[config.mk]
export PLATFORM = sky130hd
export DESIGN_NAME = grid_world_env_flat
export DESIGN_NICKNAME = d
export VERILOG_FILES = /design/src/rtl/grid_world_env_pkg.sv /design/src/rtl/grid_world_env_if.sv /design/src/rtl/grid_world_env_move_calc.sv /design/src/rtl/grid_world_env.sv /design/src/flat_wrapper.sv
export SDC_FILE = /design/constraint.sdc
export NUM_CORES = 1
export LEC_CHECK = 0
export CORE_MARGIN = 8
export CORE_UTILIZATION = 47
export CTS_BUF_LIST = sky130_fd_sc_hd__clkbuf_8
export CTS_CLUSTER_DIAMETER = 60
export DETAILED_ROUTE_END_ITERATION = 12
export MAX_ROUTING_LAYER = met4
export PLACE_DENSITY = 0.82
export SLEW_MARGIN = 0
export SYNTH_ARGS = -nofsm -noshare
export SYNTH_HDL_FRONTEND = slang
export SYNTH_SLANG_ARGS = --single-unit
[constraint.sdc]
create_clock -name clk -period 2.1 [get_ports clk]
set_input_delay 0.21 -clock clk [delete_from_list [all_inputs] [get_ports clk]]
set_output_delay 0.21 -clock clk [all_outputs]
set_load 0.01 [all_outputs]
[src/rtl/grid_world_env_pkg.sv]
// Shared types and constants for the 8x8 grid-world environment.
// Cells are encoded row*8+col; rewards are 16-bit two's complement.
package rl_env_pkg;

  localparam int GRID_DIM = 8;

  typedef logic [5:0] state_t;

  localparam logic [3:0] ACT_UP    = 4'b0001;
  localparam logic [3:0] ACT_DOWN  = 4'b0010;
  localparam logic [3:0] ACT_LEFT  = 4'b0100;
  localparam logic [3:0] ACT_RIGHT = 4'b1000;

  localparam logic signed [15:0] R_STEP = -16'sd1;
  localparam logic signed [15:0] R_WALL = -16'sd10;
  localparam logic signed [15:0] R_GOAL = 16'sd100;

  typedef enum logic [1:0] {
    RC_STEP,
    RC_WALL,
    RC_GOAL
  } rclass_t;

  typedef enum logic [1:0] {
    ST_IDLE,
    ST_READY,
    ST_MOVE,
    ST_REPORT
  } fsm_t;

  function automatic logic signed [15:0] reward_of(rclass_t c);
    case (c)
      RC_GOAL: return R_GOAL;
      RC_WALL: return R_WALL;
      default: return R_STEP;
    endcase
  endfunction

endpackage

[src/rtl/grid_world_env_if.sv]
// Agent <-> environment bus: control inputs, action handshake and observation outputs.
interface grid_world_env_if;
  import rl_env_pkg::*;

  logic        en;
  logic        start;
  logic        action_valid;
  logic [3:0]  action;
  logic        action_ready;
  logic        obs_valid;
  state_t      next_state;
  logic [15:0] next_reward;
  logic        done;
  logic [15:0] episode_count;
  logic [15:0] step_count;

  modport master (
    output en, start, action_valid, action,
    input  action_ready, obs_valid, next_state, next_reward, done,
           episode_count, step_count
  );

  modport slave (
    input  en, start, action_valid, action,
    output action_ready, obs_valid, next_state, next_reward, done,
           episode_count, step_count
  );

endinterface

[src/rtl/grid_world_env_move_calc.sv]
// Combinational move resolver: current cell + action -> target cell and reward class.
// Blocked moves (bad action, grid edge, wall) leave the agent where it is.
module grid_move_calc
  import rl_env_pkg::*;
#(
  parameter state_t      GOAL_STATE = 6'd63,
  parameter logic [63:0] WALL_MASK  = 64'h0
) (
  input  state_t     i_cur_state,
  input  logic [3:0] i_action,
  output state_t     o_target,
  output rclass_t    o_rclass
);

  logic [2:0] w_row;
  logic [2:0] w_col;
  logic       w_blocked;
  state_t     w_cand;

  assign w_row = i_cur_state[5:3];
  assign w_col = i_cur_state[2:0];

  always_comb begin
    w_cand    = i_cur_state;
    w_blocked = 1'b0;
    case (i_action)
      ACT_UP: begin
        if (w_row == 3'd0) w_blocked = 1'b1;
        else               w_cand    = {w_row - 3'd1, w_col};
      end
      ACT_DOWN: begin
        if (w_row == 3'(GRID_DIM - 1)) w_blocked = 1'b1;
        else                           w_cand    = {w_row + 3'd1, w_col};
      end
      ACT_LEFT: begin
        if (w_col == 3'd0) w_blocked = 1'b1;
        else               w_cand    = {w_row, w_col - 3'd1};
      end
      ACT_RIGHT: begin
        if (w_col == 3'(GRID_DIM - 1)) w_blocked = 1'b1;
        else                           w_cand    = {w_row, w_col + 3'd1};
      end
      default: w_blocked = 1'b1;
    endcase
    if (WALL_MASK[w_cand]) w_blocked = 1'b1;
  end

  always_comb begin
    o_target = i_cur_state;
    o_rclass = RC_WALL;
    if (!w_blocked) begin
      o_target = w_cand;
      o_rclass = (w_cand == GOAL_STATE) ? RC_GOAL : RC_STEP;
    end
  end

endmodule

[src/rtl/grid_world_env.sv]
// Grid-world RL environment: episode FSM, step/episode counters and observation registers.
//   state  | meaning
//   IDLE   | no episode running, waiting for start
//   READY  | episode running, action_ready offered
//   MOVE   | latched action being resolved into the observation registers
//   REPORT | obs_valid pulse; returns to IDLE when done, else READY
module grid_world_env
  import rl_env_pkg::*;
#(
  parameter state_t      START_STATE = 6'd0,
  parameter state_t      GOAL_STATE  = 6'd63,
  parameter logic [63:0] WALL_MASK   = 64'h0,
  parameter logic [15:0] MAX_STEPS   = 16'd256
) (
  input logic             clk,
  input logic             rst_n,
  grid_world_env_if.slave bus
);

  if (START_STATE == GOAL_STATE || WALL_MASK[START_STATE] || WALL_MASK[GOAL_STATE])
  begin : g_bad_cfg
    $error("grid_world_env: START_STATE/GOAL_STATE/WALL_MASK combination is illegal");
  end

  fsm_t              r_state;
  fsm_t              w_state_nxt;
  state_t            r_cur_state;
  logic signed [15:0] r_reward;
  logic              r_done;
  logic [15:0]       r_episode_count;
  logic [15:0]       r_step_count;
  logic [3:0]        r_action;
  state_t            w_target;
  rclass_t           w_rclass;
  logic              w_ready;
  logic              w_accept;
  logic              w_restart;

  grid_move_calc #(
    .GOAL_STATE (GOAL_STATE),
    .WALL_MASK  (WALL_MASK)
  ) u_move_calc (
    .i_cur_state (r_cur_state),
    .i_action    (r_action),
    .o_target    (w_target),
    .o_rclass    (w_rclass)
  );

  assign w_restart = bus.en & bus.start;
  assign w_ready   = (r_state == ST_READY) & bus.en & ~bus.start;
  assign w_accept  = bus.action_valid & w_ready;

  assign bus.action_ready  = w_ready;
  assign bus.obs_valid     = (r_state == ST_REPORT) & bus.en;
  assign bus.next_state    = r_cur_state;
  assign bus.next_reward   = r_reward;
  assign bus.done          = r_done;
  assign bus.episode_count = r_episode_count;
  assign bus.step_count    = r_step_count;

  always_ff @(posedge clk or negedge rst_n) begin
    if (!rst_n) r_state <= ST_IDLE;
    else        r_state <= w_state_nxt;
  end

  always_comb begin
    w_state_nxt = r_state;
    if (w_restart) begin
      w_state_nxt = ST_REPORT;
    end else if (bus.en) begin
      case (r_state)
        ST_READY:  if (w_accept) w_state_nxt = ST_MOVE;
        ST_MOVE:   w_state_nxt = ST_REPORT;
        ST_REPORT: w_state_nxt = r_done ? ST_IDLE : ST_READY;
        default:   w_state_nxt = r_state;
      endcase
    end
  end

  // The observation register doubles as the agent's current cell.
  always_ff @(posedge clk or negedge rst_n) begin
    if (!rst_n) begin
      r_cur_state     <= START_STATE;
      r_reward        <= '0;
      r_done          <= 1'b0;
      r_episode_count <= '0;
      r_step_count    <= '0;
      r_action        <= '0;
    end else if (w_restart) begin
      r_cur_state  <= START_STATE;
      r_reward     <= '0;
      r_done       <= 1'b0;
      r_step_count <= '0;
    end else if (bus.en) begin
      if (w_accept) begin
        r_action     <= bus.action;
        r_step_count <= r_step_count + 16'd1;
      end
      if (r_state == ST_MOVE) begin
        r_cur_state <= w_target;
        r_reward    <= reward_of(w_rclass);
        r_done      <= (w_rclass == RC_GOAL) || (r_step_count == MAX_STEPS);
      end
      if (r_state == ST_REPORT && r_done && r_episode_count != 16'hFFFF)
        r_episode_count <= r_episode_count + 16'd1;
    end
  end

endmodule

[src/flat_wrapper.sv]
// flat-port wrapper written by rule: the top's interface ports become plain ports
module grid_world_env_flat import rl_env_pkg::*;
#(
  parameter state_t      START_STATE = 6'd0,
  parameter state_t      GOAL_STATE  = 6'd63,
  parameter logic [63:0] WALL_MASK   = 64'h0,
  parameter logic [15:0] MAX_STEPS   = 16'd256
)
  (clk, rst_n, bus_en, bus_start, bus_action_valid, bus_action, bus_action_ready, bus_obs_valid, bus_next_state, bus_next_reward, bus_done, bus_episode_count, bus_step_count);
  grid_world_env_if bus_i ();
  input logic clk;
  input logic rst_n;
  input wire logic [$bits(bus_i.en)-1:0] bus_en;
  input wire logic [$bits(bus_i.start)-1:0] bus_start;
  input wire logic [$bits(bus_i.action_valid)-1:0] bus_action_valid;
  input wire logic [$bits(bus_i.action)-1:0] bus_action;
  output wire logic [$bits(bus_i.action_ready)-1:0] bus_action_ready;
  output wire logic [$bits(bus_i.obs_valid)-1:0] bus_obs_valid;
  output wire logic [$bits(bus_i.next_state)-1:0] bus_next_state;
  output wire logic [$bits(bus_i.next_reward)-1:0] bus_next_reward;
  output wire logic [$bits(bus_i.done)-1:0] bus_done;
  output wire logic [$bits(bus_i.episode_count)-1:0] bus_episode_count;
  output wire logic [$bits(bus_i.step_count)-1:0] bus_step_count;
  assign bus_i.en = bus_en;
  assign bus_i.start = bus_start;
  assign bus_i.action_valid = bus_action_valid;
  assign bus_i.action = bus_action;
  assign bus_action_ready = bus_i.action_ready;
  assign bus_obs_valid = bus_i.obs_valid;
  assign bus_next_state = bus_i.next_state;
  assign bus_next_reward = bus_i.next_reward;
  assign bus_done = bus_i.done;
  assign bus_episode_count = bus_i.episode_count;
  assign bus_step_count = bus_i.step_count;
  grid_world_env #(.START_STATE(START_STATE), .GOAL_STATE(GOAL_STATE), .WALL_MASK(WALL_MASK), .MAX_STEPS(MAX_STEPS)) u_core (.clk(clk), .rst_n(rst_n), .bus(bus_i));
endmodule
==> metrics.csv <==
stage,metric,value,unit
sta,final critical-path share of the clock period,0.995,
sta,Least-Margin Pin Slew,0.811,ns
setup_path,largest stage delay on the critical path,0.46,ns
floorplanning,Top-Level Pins,66,
global_routing,vias in the first global route,2483,
clock_tree,clock insertion delay at the later pin of the skew report,0.30,ns
sta,RSZ-0062 raised after global routing,yes,
setup_path,"logic depth of the worst path, buffers included",8,
logic_synthesis,Post-synth ARST share,1.00,
sta,top achievable clock speed,479,MHz
setup_path,critical path peak fanout,5,
global_routing,largest net degree at the start of global routing,38,
setup_path,Worst path top cell family by delay,compound AO/OA/AOI/OAI gates,
logic_synthesis,most frequently used flop master after synthesis,dfrtp_1,
clock_tree,CTS Root Cell,clkbuf_8,
logic_synthesis,instance count of the mapped netlist,290,
sta,clock skew,0.0101,ns
logic_synthesis,number of synthesized flops with an enable pin,0,
drt,DRT Wirelength,7140,microns
floorplanning,Die Ht,94.3,microns
setup_path,required time at the endpoint of the critical path,2.28,ns
final_layout,Area growth syn-to-layout,38.9,%
hold_path,class of the tightest hold or removal check,input port to asynchronous set/reset pin,
setup_path,slowest CP cell,dfrtp_2,
clock_tree,number of clock buffers inserted by TritonCTS,5,
global_routing,combined global-route utilization of all metal layers,0.164,
setup_path,capturing element type of the critical path,flop,
logic_synthesis,number of unique standard cell types used by synthesis,56,
power_and_ir_drop,"IR drop worst, VDD",0.528,mV
setup_path,launch point of the critical path,u_core.r_action[2],
logic_synthesis,mean cell area of the mapped netlist,9.93,sq um
global_routing,"Remaining Overflow, GRT",0,
sta,Slew Limit Headroom,0.459,
logic_synthesis,simple-gate area share of the yosys netlist,0.246,
floorplanning,core area,5920,sq um
logic_synthesis,dominant combinational cell family by area after synthesis,simple AND/OR/NAND/NOR gates,
final_layout,number of antenna cells inserted,0,
power_and_ir_drop,pwr/cell area,693,nW/um^2
sta,time the final worst path needs with I/O delays and setup,2.09,ns
power_and_ir_drop,leakage power summed over all cells,1.75,nW
logic_synthesis,xor/xnor share of the synthesized area,0.0882,
logic_synthesis,adder-cell share of the synthesized area,0.0391,
logic_synthesis,"Warnings, synthesis",0,
setup_path,crit-path cells,"buf_12, nor4b_4, a21boi_4, a2bb2oi_2, a21oi_1, buf_4, nor4_4, a311oi_1",
run,max-capacitance violation count,0,
setup_path,number of cell instances on the worst register-to-register path,8,
floorplanning,Initial Utilization,0.486,
drt,routed via count,2483,
drt,Initial DRT Pass Iterations,4,
drt,via count normalized by instance count,5.45,
logic_synthesis,Synthesized Nets,308,
sta,final count of hold timing violations,13,
clock_tree,clock tree from TritonCTS,built,
setup_path,Buffers & Inverters on Critical Path,2,
setup_path,Startpoint Class,flop,
clock_tree,register clock-pin slew on the reported worst setup and hold paths,0.09,ns
drt,drt first-iter violations,150,
sta,Final setup violation count,0,
drt,final routed wire length divided by cell count,15.7,microns
logic_synthesis,cell area after synthesis,2880,sq um
sta,setup total negative slack,0,ns
logic_synthesis,number of storage elements in the synthesis netlist,48,
floorplanning,placement row count,28,
final_layout,utilization after layout,0.676,
final_layout,nets,398,
drt,remaining number of nets flagged by the antenna check after routing,0,
global_routing,initial antenna violation count,0,
setup_path,startpoint of the lowest-slack register-to-register path,u_core.r_action[2],
drt,total DRC errors in the routed layout,0,
clock_tree,hold buffers post-CTS,0,
place,post-placement cell count,441,
floorplanning,die area,8890,sq um
clock_tree,H-tree lvl count,2,
power_and_ir_drop,post-layout total power,2.77,mW
outcome,violated checks,hold timing,
setup_path,Worst Setup Path Type,flop to flop,
setup_path,critical path data arrival time,2.27,ns
outcome,status,"finished, violations left",
sta,max-slew violation count,0,
clock_tree,maximum root-to-sink buffer count,2,
logic_synthesis,sequential share of the synthesized area,0.417,
place,DP Wirelength,5480,microns
final_layout,fin cells,456,
sta,Worst Hold Margin,-0.0116,ns
place,Port Buffer Count,65,
logic_synthesis,proportion of synthesized area in mux cells,0.0230,
logic_synthesis,post-synthesis compound-gate area fraction,0.121,
final_layout,layout cells sized above 1,0.207,
global_routing,first-pass GRT wire length,11700,microns
clock_tree,number of clock sinks,48,
floorplanning,die extent in x,94.3,microns
place,Final GP Congestion,0.930,
worst register-to-register path: stages (launching register included):
cell and delay [ns]:
dfrtp_2 0.46, buf_12 0.14, nor4b_4 0.27, a21boi_4 0.26
a2bb2oi_2 0.15, a21oi_1 0.09, buf_4 0.15, nor4_4 0.32
a311oi_1 0.13
cell usage in the layout (no fill, tap or decap), drive strengths merged, types with 2 or more instances in the layout:
| cell | Yosys | layout |
|---|---|---|
| xnor2 | 11 | 11 |
| nand2b | 6 | 6 |
| nor2b | 2 | 2 |
| a21oi | 10 | 10 |
| o31ai | 2 | 2 |
| nand4 | 6 | 6 |
| clkbuf | 2 | 5 |
| inv | 10 | 10 |
| buf | 20 | 41 |
| dfrtp | 48 | 48 |
| clkinv | 0 | 2 |
| nand2 | 18 | 18 |
| xor2 | 18 | 18 |
| and4 | 3 | 3 |
| a221o | 2 | 2 |
| o2bb2ai | 4 | 4 |
| and3 | 9 | 9 |
| and2 | 4 | 4 |
| clkdlybuf4s50 | 0 | 64 |
| nor4 | 3 | 3 |
| o21ai | 10 | 10 |
| nor2 | 32 | 32 |
| nand3 | 15 | 15 |
| nor4b | 9 | 9 |
| ha | 9 | 9 |
| a221oi | 2 | 2 |
| or3 | 3 | 3 |
| mux2 | 5 | 5 |
| nor3 | 4 | 4 |
| a22o | 2 | 2 |
| a21o | 3 | 3 |
layer usage:
metal  global-route usage  routed length (microns)
met1                0.205                     3180
met4               0.0423                       68
met3               0.0336                      473
met2                0.264                     3410
met5                    -                        0
sequential cells by signal, indices dropped and copies added (netlist names):
register                  count
u_core.bus.next_state         6
u_core.r_action               4
u_core.r_state                2
u_core.bus.next_reward        3
u_core.bus.episode_count     16
u_core.bus.done               1
u_core.bus.step_count        16
path summary, 6_finish.rpt:
path / endpoint / slack [ns]
max in group asynchronous: u_core.r_state[0] / 1.45
hold / removal: u_core.bus.episode_count[2] / -0.01
setup / recovery: u_core.bus.next_reward[14] / 0.01
min in group clk: u_core.bus.episode_count[11] / 0.49
hold reg to reg: u_core.bus.episode_count[11] / 0.49
setup reg to reg: u_core.bus.next_reward[14] / 0.01
where the power goes:
group	internal (mW)	switching, mW
registers	0.979	0.0811
logic	0.564	0.468
clock network	0.359	0.320
total	1.90	0.869
final cells by class:
class                           instances  area [sq um]
Clock buffer                            5          68.8
Clock inverter                          3          47.5
Sequential cell                        48          1200
Inverter                               10          37.5
Multi-Input combinational cell        210          1590
Fill cell                             467          1920
Timing Repair Buffer                  105           962
Tap cell                               75          93.8
kinds of logic after synthesis:
family                   count (synthesis)
AO/OA/AOI/OAI                           47
XOR/XNOR                                29
adder cells (fa/ha/maj)                  9
buffers and inverters                   32
flip-flops                              48
multiplexers                             6
AND/OR/NAND/NOR                        119
stage by stage:
stage / area, sq um / worst slack [ns]
6_report: 4000 / 0.0111
5_1_grt: 4000 / -0.0912
4_1_cts: 3920 / -0.00767
3_5_place_dp: 3720 / -0.0551
3_3_place_gp: 3720 / -0.0207
2_1_floorplan: 2880 / 0.00478
cells in the mapped netlist, types with 2 or more instances:
library cell | instances | area [sq um]
dfrtp_1 | 48 | 1200
nor2_1 | 32 | 120
nand2_1 | 18 | 67.6
xor2_1 | 18 | 158
buf_4 | 15 | 113
nand3_1 | 15 | 75.1
xnor2_1 | 11 | 96.3
inv_1 | 10 | 37.5
a21oi_1 | 9 | 45.0
and3_1 | 9 | 56.3
ha_1 | 9 | 113
o21ai_0 | 8 | 40.0
nand2b_1 | 6 | 37.5
nand4_1 | 6 | 37.5
mux2_2 | 5 | 56.3
and2_1 | 4 | 25.0
nor3_1 | 4 | 20.0
nor4b_2 | 4 | 60.1
o2bb2ai_1 | 4 | 35.0
a21o_1 | 3 | 22.5
and4_1 | 3 | 26.3
buf_2 | 3 | 15.0
nor4b_1 | 3 | 26.3
or3_1 | 3 | 18.8
a221o_1 | 2 | 20.0
a22o_1 | 2 | 17.5
clkbuf_1 | 2 | 7.51
nor2b_1 | 2 | 12.5
nor4_1 | 2 | 12.5
nor4b_4 | 2 | 47.6
o21ai_1 | 2 | 10.0
o31ai_1 | 2 | 15.0
what timing repair did:
item / 4_1_cts / 5_1_grt
endpoints found under the setup margin: 8 / 9
pin swaps: 2 / 8
gates resized for setup: 12 / 10
hold endpoints to repair: 0 / 0
buffers inserted: 2 / 5
(Power assumes the default switching activity.)
